===== src/rtl/ps2_pkg.sv =====
// ps2_pkg: shared PS/2 host types, reply byte codes and parity helper
package ps2_pkg;
  typedef enum logic [2:0] {
    S_IDLE, S_INHIBIT, S_REQ, S_DATA, S_LINEACK, S_WAIT_ACK, S_DONE
  } host_state_t;
  typedef enum logic [1:0] {
    RSP_OK = 2'b00, RSP_NAK = 2'b01, RSP_TIMEOUT = 2'b10, RSP_LINE_ERR = 2'b11
  } rsp_code_t;
  localparam logic [7:0] PS2_ACK = 8'hFA;
  localparam logic [7:0] PS2_RESEND = 8'hFE;
  function automatic logic odd_parity(input logic [7:0] b);
    return ~^b;
  endfunction
endpackage


===== src/rtl/ps2_host_ctrl_if.sv =====
// ps2_host_ctrl_if: command/response, receive-decoder and PS/2 line signals of the host controller
interface ps2_host_ctrl_if;
  logic       cmd_valid;
  logic [7:0] cmd_data;
  logic       cmd_ready;
  logic       rsp_valid;
  logic [1:0] rsp_code;
  logic       rx_valid;
  logic [7:0] rx_data;
  logic       rx_inhibit;
  logic       ps2_clock;
  logic       ps2_data;
  logic       ps2_clock_oe;
  logic       ps2_data_oe;
  modport master (
    output cmd_valid, cmd_data, rx_valid, rx_data, ps2_clock, ps2_data,
    input  cmd_ready, rsp_valid, rsp_code, rx_inhibit, ps2_clock_oe, ps2_data_oe
  );
  modport slave (
    input  cmd_valid, cmd_data, rx_valid, rx_data, ps2_clock, ps2_data,
    output cmd_ready, rsp_valid, rsp_code, rx_inhibit, ps2_clock_oe, ps2_data_oe
  );
endinterface


===== src/rtl/ps2_line_sync.sv =====
// ps2_line_sync: 3-flop synchroniser for raw PS/2 lines with rise/fall strobes
module ps2_line_sync #(
  parameter int W = 1
) (
  input  logic         clk_i,
  input  logic         rst_i,
  input  logic [W-1:0] i_line,
  output logic [W-1:0] o_level,
  output logic [W-1:0] o_rise,
  output logic [W-1:0] o_fall
);
  logic [W-1:0] r_s0, r_s1, r_s2;
  always_ff @(posedge clk_i) begin
    r_s0 <= !rst_i ? '1 : i_line;
    r_s1 <= !rst_i ? '1 : r_s0;
    r_s2 <= !rst_i ? '1 : r_s1;
  end
  assign o_level = r_s1;
  assign o_rise  = ~r_s2 & r_s1;
  assign o_fall  = r_s2 & ~r_s1;
endmodule


===== src/rtl/ps2_host_ctrl.sv =====
// ps2_host_ctrl: PS/2 host-to-device command sender with line-ack check, reply wait and resend
module ps2_host_ctrl
  import ps2_pkg::*;
#(
  parameter int INHIBIT_CYCLES = 5000,
  parameter int BIT_TIMEOUT    = 750000,
  parameter int ACK_TIMEOUT    = 1000000,
  parameter int MAX_RETRY      = 3
) (
  input logic            clk_i,
  input logic            rst_i,
  ps2_host_ctrl_if.slave bus
);
  localparam int TMAX = BIT_TIMEOUT > ACK_TIMEOUT ? BIT_TIMEOUT : ACK_TIMEOUT;
  localparam int TW = $clog2(TMAX + 1);
  localparam int RW = MAX_RETRY > 0 ? $clog2(MAX_RETRY + 1) : 1;
  localparam logic [TW-1:0] L_INH = TW'(INHIBIT_CYCLES - 1);
  localparam logic [TW-1:0] L_BIT = TW'(BIT_TIMEOUT - 1);
  localparam logic [TW-1:0] L_ACK = TW'(ACK_TIMEOUT - 1);
  localparam logic [RW-1:0] L_RMAX = RW'(MAX_RETRY);
  host_state_t   r_state, w_next;
  rsp_code_t     r_rsp_code, w_code;
  logic [TW-1:0] r_timer;
  logic [3:0]    r_bit, w_bit_n;
  logic [RW-1:0] r_retry;
  logic [7:0]    r_byte;
  logic          r_cmd_ready, r_rsp_valid, r_rx_inhibit, r_clock_oe, r_data_oe;
  logic [1:0]    w_level, w_rise, w_fall;
  logic [8:0]    w_frame;
  logic          w_accept, w_edge, w_restart, w_unused;
  ps2_line_sync #(.W(2)) u_sync (
    .clk_i  (clk_i),
    .rst_i  (rst_i),
    .i_line ({bus.ps2_data, bus.ps2_clock}),
    .o_level(w_level),
    .o_rise (w_rise),
    .o_fall (w_fall)
  );
  assign w_unused  = ^{w_rise, w_fall[1], w_level[0]};
  assign w_frame   = {odd_parity(r_byte), r_byte};
  assign w_accept  = r_state == S_IDLE && bus.cmd_valid;
  assign w_edge    = w_fall[0] && r_state inside {S_REQ, S_DATA, S_LINEACK};
  assign w_restart = w_next != r_state || w_edge;
  always_comb begin
    w_next  = r_state;
    w_code  = r_rsp_code;
    w_bit_n = r_bit;
    case (r_state)
      S_IDLE: begin
        w_next = w_accept ? S_INHIBIT : S_IDLE;
        w_code = w_accept ? RSP_OK : r_rsp_code;
      end
      S_INHIBIT: w_next = r_timer == L_INH ? S_REQ : S_INHIBIT;
      S_REQ, S_DATA, S_LINEACK: begin
        // a falling edge always beats a timeout landing in the same cycle
        if (w_edge) begin
          w_next  = r_state == S_REQ ? S_DATA :
                    r_state == S_LINEACK ? (w_level[1] ? S_DONE : S_WAIT_ACK) :
                    r_bit == 4'd8 ? S_LINEACK : S_DATA;
          w_bit_n = r_state == S_REQ ? 4'd0 : r_bit + 4'd1;
          w_code  = r_state == S_LINEACK && w_level[1] ? RSP_LINE_ERR : r_rsp_code;
        end else if (r_timer >= L_BIT) begin
          w_next = S_DONE;
          w_code = RSP_TIMEOUT;
        end
      end
      S_WAIT_ACK: begin
        if (bus.rx_valid && bus.rx_data == PS2_ACK) begin
          w_next = S_DONE;
          w_code = RSP_OK;
        end else if (bus.rx_valid && bus.rx_data == PS2_RESEND) begin
          w_next = r_retry < L_RMAX ? S_INHIBIT : S_DONE;
          w_code = r_retry < L_RMAX ? r_rsp_code : RSP_NAK;
        end else if (r_timer >= L_ACK) begin
          w_next = S_DONE;
          w_code = RSP_TIMEOUT;
        end
      end
      default: w_next = S_IDLE;
    endcase
  end
  always_ff @(posedge clk_i) begin
    if (!rst_i) begin
      r_state      <= S_IDLE;
      r_rsp_code   <= RSP_OK;
      r_timer      <= '0;
      r_bit        <= '0;
      r_retry      <= '0;
      r_byte       <= '0;
      r_cmd_ready  <= 1'b1;
      r_rsp_valid  <= 1'b0;
      r_rx_inhibit <= 1'b0;
      r_clock_oe   <= 1'b0;
      r_data_oe    <= 1'b0;
    end else begin
      r_state      <= w_next;
      r_rsp_code   <= w_code;
      r_timer      <= w_restart ? '0 : r_timer + TW'(~&r_timer);
      r_bit        <= w_bit_n;
      r_retry      <= w_accept ? '0 :
                      r_state == S_WAIT_ACK && w_next == S_INHIBIT ? r_retry + RW'(1) : r_retry;
      r_byte       <= w_accept ? bus.cmd_data : r_byte;
      r_cmd_ready  <= w_next == S_IDLE;
      r_rsp_valid  <= w_next == S_DONE;
      r_rx_inhibit <= w_next inside {S_INHIBIT, S_REQ, S_DATA, S_LINEACK};
      r_clock_oe   <= w_next == S_INHIBIT;
      r_data_oe    <= w_next == S_REQ || (w_next == S_DATA && !w_frame[w_bit_n]);
    end
  end
  assign bus.cmd_ready    = r_cmd_ready;
  assign bus.rsp_valid    = r_rsp_valid;
  assign bus.rsp_code     = r_rsp_code;
  assign bus.rx_inhibit   = r_rx_inhibit;
  assign bus.ps2_clock_oe = r_clock_oe;
  assign bus.ps2_data_oe  = r_data_oe;
endmodule


===== src/flat_wrapper.sv =====
// flat-port wrapper written by rule: the top's interface ports become plain ports
module ps2_host_ctrl_flat import ps2_pkg::*;
#(
  parameter int INHIBIT_CYCLES = 5000,
  parameter int BIT_TIMEOUT    = 750000,
  parameter int ACK_TIMEOUT    = 1000000,
  parameter int MAX_RETRY      = 3
)
  (clk_i, rst_i, bus_cmd_valid, bus_cmd_data, bus_rx_valid, bus_rx_data, bus_ps2_clock, bus_ps2_data, bus_cmd_ready, bus_rsp_valid, bus_rsp_code, bus_rx_inhibit, bus_ps2_clock_oe, bus_ps2_data_oe);
  ps2_host_ctrl_if bus_i ();
  input logic clk_i;
  input logic rst_i;
  input wire logic [$bits(bus_i.cmd_valid)-1:0] bus_cmd_valid;
  input wire logic [$bits(bus_i.cmd_data)-1:0] bus_cmd_data;
  input wire logic [$bits(bus_i.rx_valid)-1:0] bus_rx_valid;
  input wire logic [$bits(bus_i.rx_data)-1:0] bus_rx_data;
  input wire logic [$bits(bus_i.ps2_clock)-1:0] bus_ps2_clock;
  input wire logic [$bits(bus_i.ps2_data)-1:0] bus_ps2_data;
  output wire logic [$bits(bus_i.cmd_ready)-1:0] bus_cmd_ready;
  output wire logic [$bits(bus_i.rsp_valid)-1:0] bus_rsp_valid;
  output wire logic [$bits(bus_i.rsp_code)-1:0] bus_rsp_code;
  output wire logic [$bits(bus_i.rx_inhibit)-1:0] bus_rx_inhibit;
  output wire logic [$bits(bus_i.ps2_clock_oe)-1:0] bus_ps2_clock_oe;
  output wire logic [$bits(bus_i.ps2_data_oe)-1:0] bus_ps2_data_oe;
  assign bus_i.cmd_valid = bus_cmd_valid;
  assign bus_i.cmd_data = bus_cmd_data;
  assign bus_i.rx_valid = bus_rx_valid;
  assign bus_i.rx_data = bus_rx_data;
  assign bus_i.ps2_clock = bus_ps2_clock;
  assign bus_i.ps2_data = bus_ps2_data;
  assign bus_cmd_ready = bus_i.cmd_ready;
  assign bus_rsp_valid = bus_i.rsp_valid;
  assign bus_rsp_code = bus_i.rsp_code;
  assign bus_rx_inhibit = bus_i.rx_inhibit;
  assign bus_ps2_clock_oe = bus_i.ps2_clock_oe;
  assign bus_ps2_data_oe = bus_i.ps2_data_oe;
  ps2_host_ctrl #(.INHIBIT_CYCLES(INHIBIT_CYCLES), .BIT_TIMEOUT(BIT_TIMEOUT), .ACK_TIMEOUT(ACK_TIMEOUT), .MAX_RETRY(MAX_RETRY)) u_core (.clk_i(clk_i), .rst_i(rst_i), .bus(bus_i));
endmodule

===== config.mk =====
export PLATFORM = sky130hd
export DESIGN_NAME = ps2_host_ctrl_flat
export DESIGN_NICKNAME = d
export VERILOG_FILES = /design/src/rtl/ps2_pkg.sv /design/src/rtl/ps2_host_ctrl_if.sv /design/src/rtl/ps2_line_sync.sv /design/src/rtl/ps2_host_ctrl.sv /design/src/flat_wrapper.sv
export SDC_FILE = /design/constraint.sdc
export NUM_CORES = 1
export LEC_CHECK = 0
export BUFFER_PORTS_ARGS = -buffer_cell sky130_fd_sc_hd__buf_2
export CORE_ASPECT_RATIO = 0.6
export CORE_MARGIN = 4
export CORE_UTILIZATION = 40
export DETAILED_ROUTE_END_ITERATION = 7
export GPL_TIMING_DRIVEN = 0
export SETUP_SLACK_MARGIN = 0.15
export SLEW_MARGIN = 40
export SYNTH_ARGS = -nofsm -noshare
export SYNTH_HDL_FRONTEND = slang
export SYNTH_SLANG_ARGS = --single-unit

===== constraint.sdc =====
create_clock -name clk_i -period 3.1 [get_ports clk_i]
set_input_delay 0 -clock clk_i [delete_from_list [all_inputs] [get_ports clk_i]]
set_output_delay 0 -clock clk_i [all_outputs]
set_load 0.01 [all_outputs]

==> results.sh <==
export IMPL_status="completed"
export IMPL_yosys_most_used_dff="dfxtp_1"
export IMPL_multiInputGateArea_um2=1630
export IMPL_relSlewSlack_pct=56.4
export IMPL_postPlaceCellArea_um2=3010
export IMPL_finalNonFillerCells=453
export IMPL_dieWidth_um=115
export IMPL_peakVddDrop_mv=0.200
export IMPL_p_total_w=0.00137
export IMPL_gp_congestion=0.874
export IMPL_hold_viol=0
export IMPL_grt_overflow=0
export IMPL_grt_use_total_pct=16.9
export IMPL_clock_latency_ns=0.29
export IMPL_syn_area_per_cell_um2=8.59
export IMPL_drv_cap=0
export IMPL_synthDistinctLibCells=66
export IMPL_crit_fanout=6
export IMPL_via_per_inst=5.33
export IMPL_start_util_pct=41.2
export IMPL_holdCritPathClass="input port to flip-flop"
export IMPL_start_kind="flip-flop"
export IMPL_grt_pass1_vias=2146
export IMPL_wl_um=6670
export IMPL_cp_required_ns=3.28
export IMPL_setup_tns_final_ns=0
export IMPL_die_h_um=72.1
export IMPL_arrival_ns=2.96
export IMPL_final_common_cell="dfxtp_1"
export IMPL_synth_edf_count=0
export IMPL_numPortBuffers=28
export IMPL_wl_per_cell_um=14.7
export IMPL_vias=2416
export IMPL_drt_iter0_drc=188
export IMPL_fill_cells=637
export IMPL_grt_max_degree=17
export IMPL_drive_gt1_share_pct=20.5
export IMPL_clock_sinks=49
export IMPL_preCtsSetupSlack_ns=0.292
export IMPL_fin_area_um2=3260
export IMPL_drc_errors=0
export IMPL_ys_ff_latch=49
export IMPL_layout_nets=392
export IMPL_die_area_um2=8280
export IMPL_io_pins=29
export IMPL_htree_levels=2
export IMPL_worst_pin_slew_ns=0.650
export IMPL_finalMaxSlewViolations=0
export IMPL_seq_area_frac_synth_pct=35.8
export IMPL_ant_nets=0
export IMPL_rsz0062_at_grt="no"
export IMPL_syn_num_nets=346
export IMPL_async_flop_share_pct=0
export IMPL_fin_crit_sh_pct=89.7
export IMPL_finalSetupViolations=0
export IMPL_synth_area_um2=2740
export IMPL_core_area_um2=6650
export IMPL_crit_type="flip-flop to flip-flop"
export IMPL_synthCells=319
export IMPL_area_growth_synth_to_final_pct=19.0
export IMPL_cts_tree="built"
export IMPL_n_antenna_cell=0
export IMPL_clk_pin_slew_worst_paths_ns=0.06
export IMPL_post_cts_buffers=0
export IMPL_place_inst=435
export IMPL_fp_row_count=23
export IMPL_leakage_nw=1.22
export IMPL_first_pass_iters=4
export IMPL_regArea_um2=987
export IMPL_setup_ws_ns=0.320
export IMPL_final_cell_mix="dfxtp_1, nor2_1, nand2_1"
export IMPL_numCtsBuffers=5
export IMPL_endpoint_kind="flip-flop"
export IMPL_cts_root_buf="clkbuf_16"
export IMPL_fmax_mhz=360
export IMPL_yosysWarningCount=0
export IMPL_grt_pass1_wl_um=11100
export IMPL_dp_hpwl_um=5140
export IMPL_clk_path_buf_depth=2
export IMPL_skew_ns=0.00435
export IMPL_antenna_found_initial=0
export IMPL_period_needed_ns=2.78
export IMPL_power_per_cell_area_nw_per_um2=419
-- repair_timing --
item | in CTS | in global routing
hold endpoints to repair | 10 | 0
gates resized for setup | 0 | 5
setup endpoints to repair | 0 | 1
hold buffers | 10 | 0
-- metal layers --
metal	vias up	track usage (%)	routed length, µm
met5	-	0	0
met4	0	2.99	0
li1	1233	-	-
met1	1120	28.6	3810
met2	63	20.7	2390
met3	0	4.25	466
-- where the power goes --
| group | switching (W) | internal (W) | total, W |
|---|---|---|---|
| Clock | 0.000245 | 0.000301 | 0.000545 |
| Sequential | 0.0000151 | 0.000648 | 0.000664 |
| Combinational | 0.0000813 | 0.0000766 | 0.000158 |
-- worst paths after layout --
check        depth (start not counted)                             endpoint                              from  slack [ns]
max                                 11        u_core.r_timer[19]$_SDFF_PP0_      u_core.r_timer[2]$_SDFF_PP0_        0.32
min                                  3  u_core.bus.rsp_code[1]$_SDFFE_PN0P_                             rst_i        0.09
max reg2reg                         11        u_core.r_timer[19]$_SDFF_PP0_      u_core.r_timer[2]$_SDFF_PP0_        0.32
min reg2reg                          1  u_core.u_sync.o_level[0]$_SDFF_PN1_  u_core.u_sync.r_s0[0]$_SDFF_PN1_        0.41
-- registers in the layout, indices dropped and copies added, names as in the netlist --
signal                   count
u_core.bus.cmd_ready         1
u_core.bus.ps2_clock_oe      1
u_core.bus.ps2_data_oe       1
u_core.bus.rsp_code          2
u_core.bus.rsp_valid         1
u_core.bus.rx_inhibit        1
u_core.r_bit                 4
u_core.r_byte                8
u_core.r_retry               2
u_core.r_state               3
u_core.r_timer              20
u_core.u_sync.o_level        2
u_core.u_sync.r_s0           2
u_core.u_sync.r_s2           1
-- synthesized netlist by cell type, types with 2 or more instances --
library cell	n	share of area [%]
nand4_1	7	1.6
a221oi_1	2	0.64
or4_4	3	1.2
inv_1	8	1.1
nor2b_1	3	0.69
mux2i_1	6	2.2
a211o_1	2	0.64
ha_1	5	2.3
nand2b_1	9	2.1
a211oi_2	2	0.91
a21oi_1	17	3.1
nor2_1	41	5.6
clkbuf_8	4	2.0
nor3_1	5	0.91
a211oi_1	3	0.82
clkbuf_1	8	1.1
nor4_1	2	0.46
and2_1	3	0.69
a31o_2	2	0.64
xnor2_1	9	2.9
and3_1	6	1.4
o21ai_0	3	0.55
and4b_1	2	0.73
dfxtp_1	49	36
o211ai_1	4	1.1
and4_1	3	0.96
o32ai_1	2	0.64
buf_4	3	0.82
xor2_1	17	5.4
nand3_1	16	2.9
or3_1	3	0.69
or4_1	2	0.55
nand2_1	35	4.8
-- layout make-up --
| class | count | share of cell area [%] |
|---|---|---|
| flip-flops and latches | 49 | 30.3 |
| inverters | 8 | 0.922 |
| clock buffers | 5 | 3.84 |
| multi-input cells | 247 | 50.1 |
| repair buffers | 39 | 7.53 |
| clock inverters | 3 | 0.653 |
| well taps | 87 | 3.34 |
| plain buffers | 15 | 3.30 |
-- cells by family (layout without fill, tap and decap cells) --
kind of cell	count (synthesis)	after routing	share of synthesized area, %
DFF	49	49	35.8
AOI/OAI and AO/OA	57	57	16.7
and+or+nand+nor	152	152	29.1
buffers and inverters	23	70	5.03
adders and majority gates	5	5	2.28
muxes	7	7	2.74
xor gates and xnor gates	26	26	8.31
-- per-stage QoR --
step                utilization [%]  hold WS (ns)
finish                         49.0        0.0907
global route                   49.0         0.119
global placement               44.9         0.179
CTS                            48.9        0.0823
floorplan                         -         0.101
detailed placement             45.2         0.190
-- worst max-delay path: stages, from the launching register on --
cell	delay [ns]
dfxtp_1	0.42
and4_1	0.21
clkbuf_1	0.21
nand3_1	0.13
or4_1	0.50
ha_1	0.25
and3_1	0.24
nor2b_1	0.17
and4_2	0.25
nand3_1	0.10
xor2_1	0.15
nor2_1	0.05
Note: power is estimated with default switching activity, not from simulation.
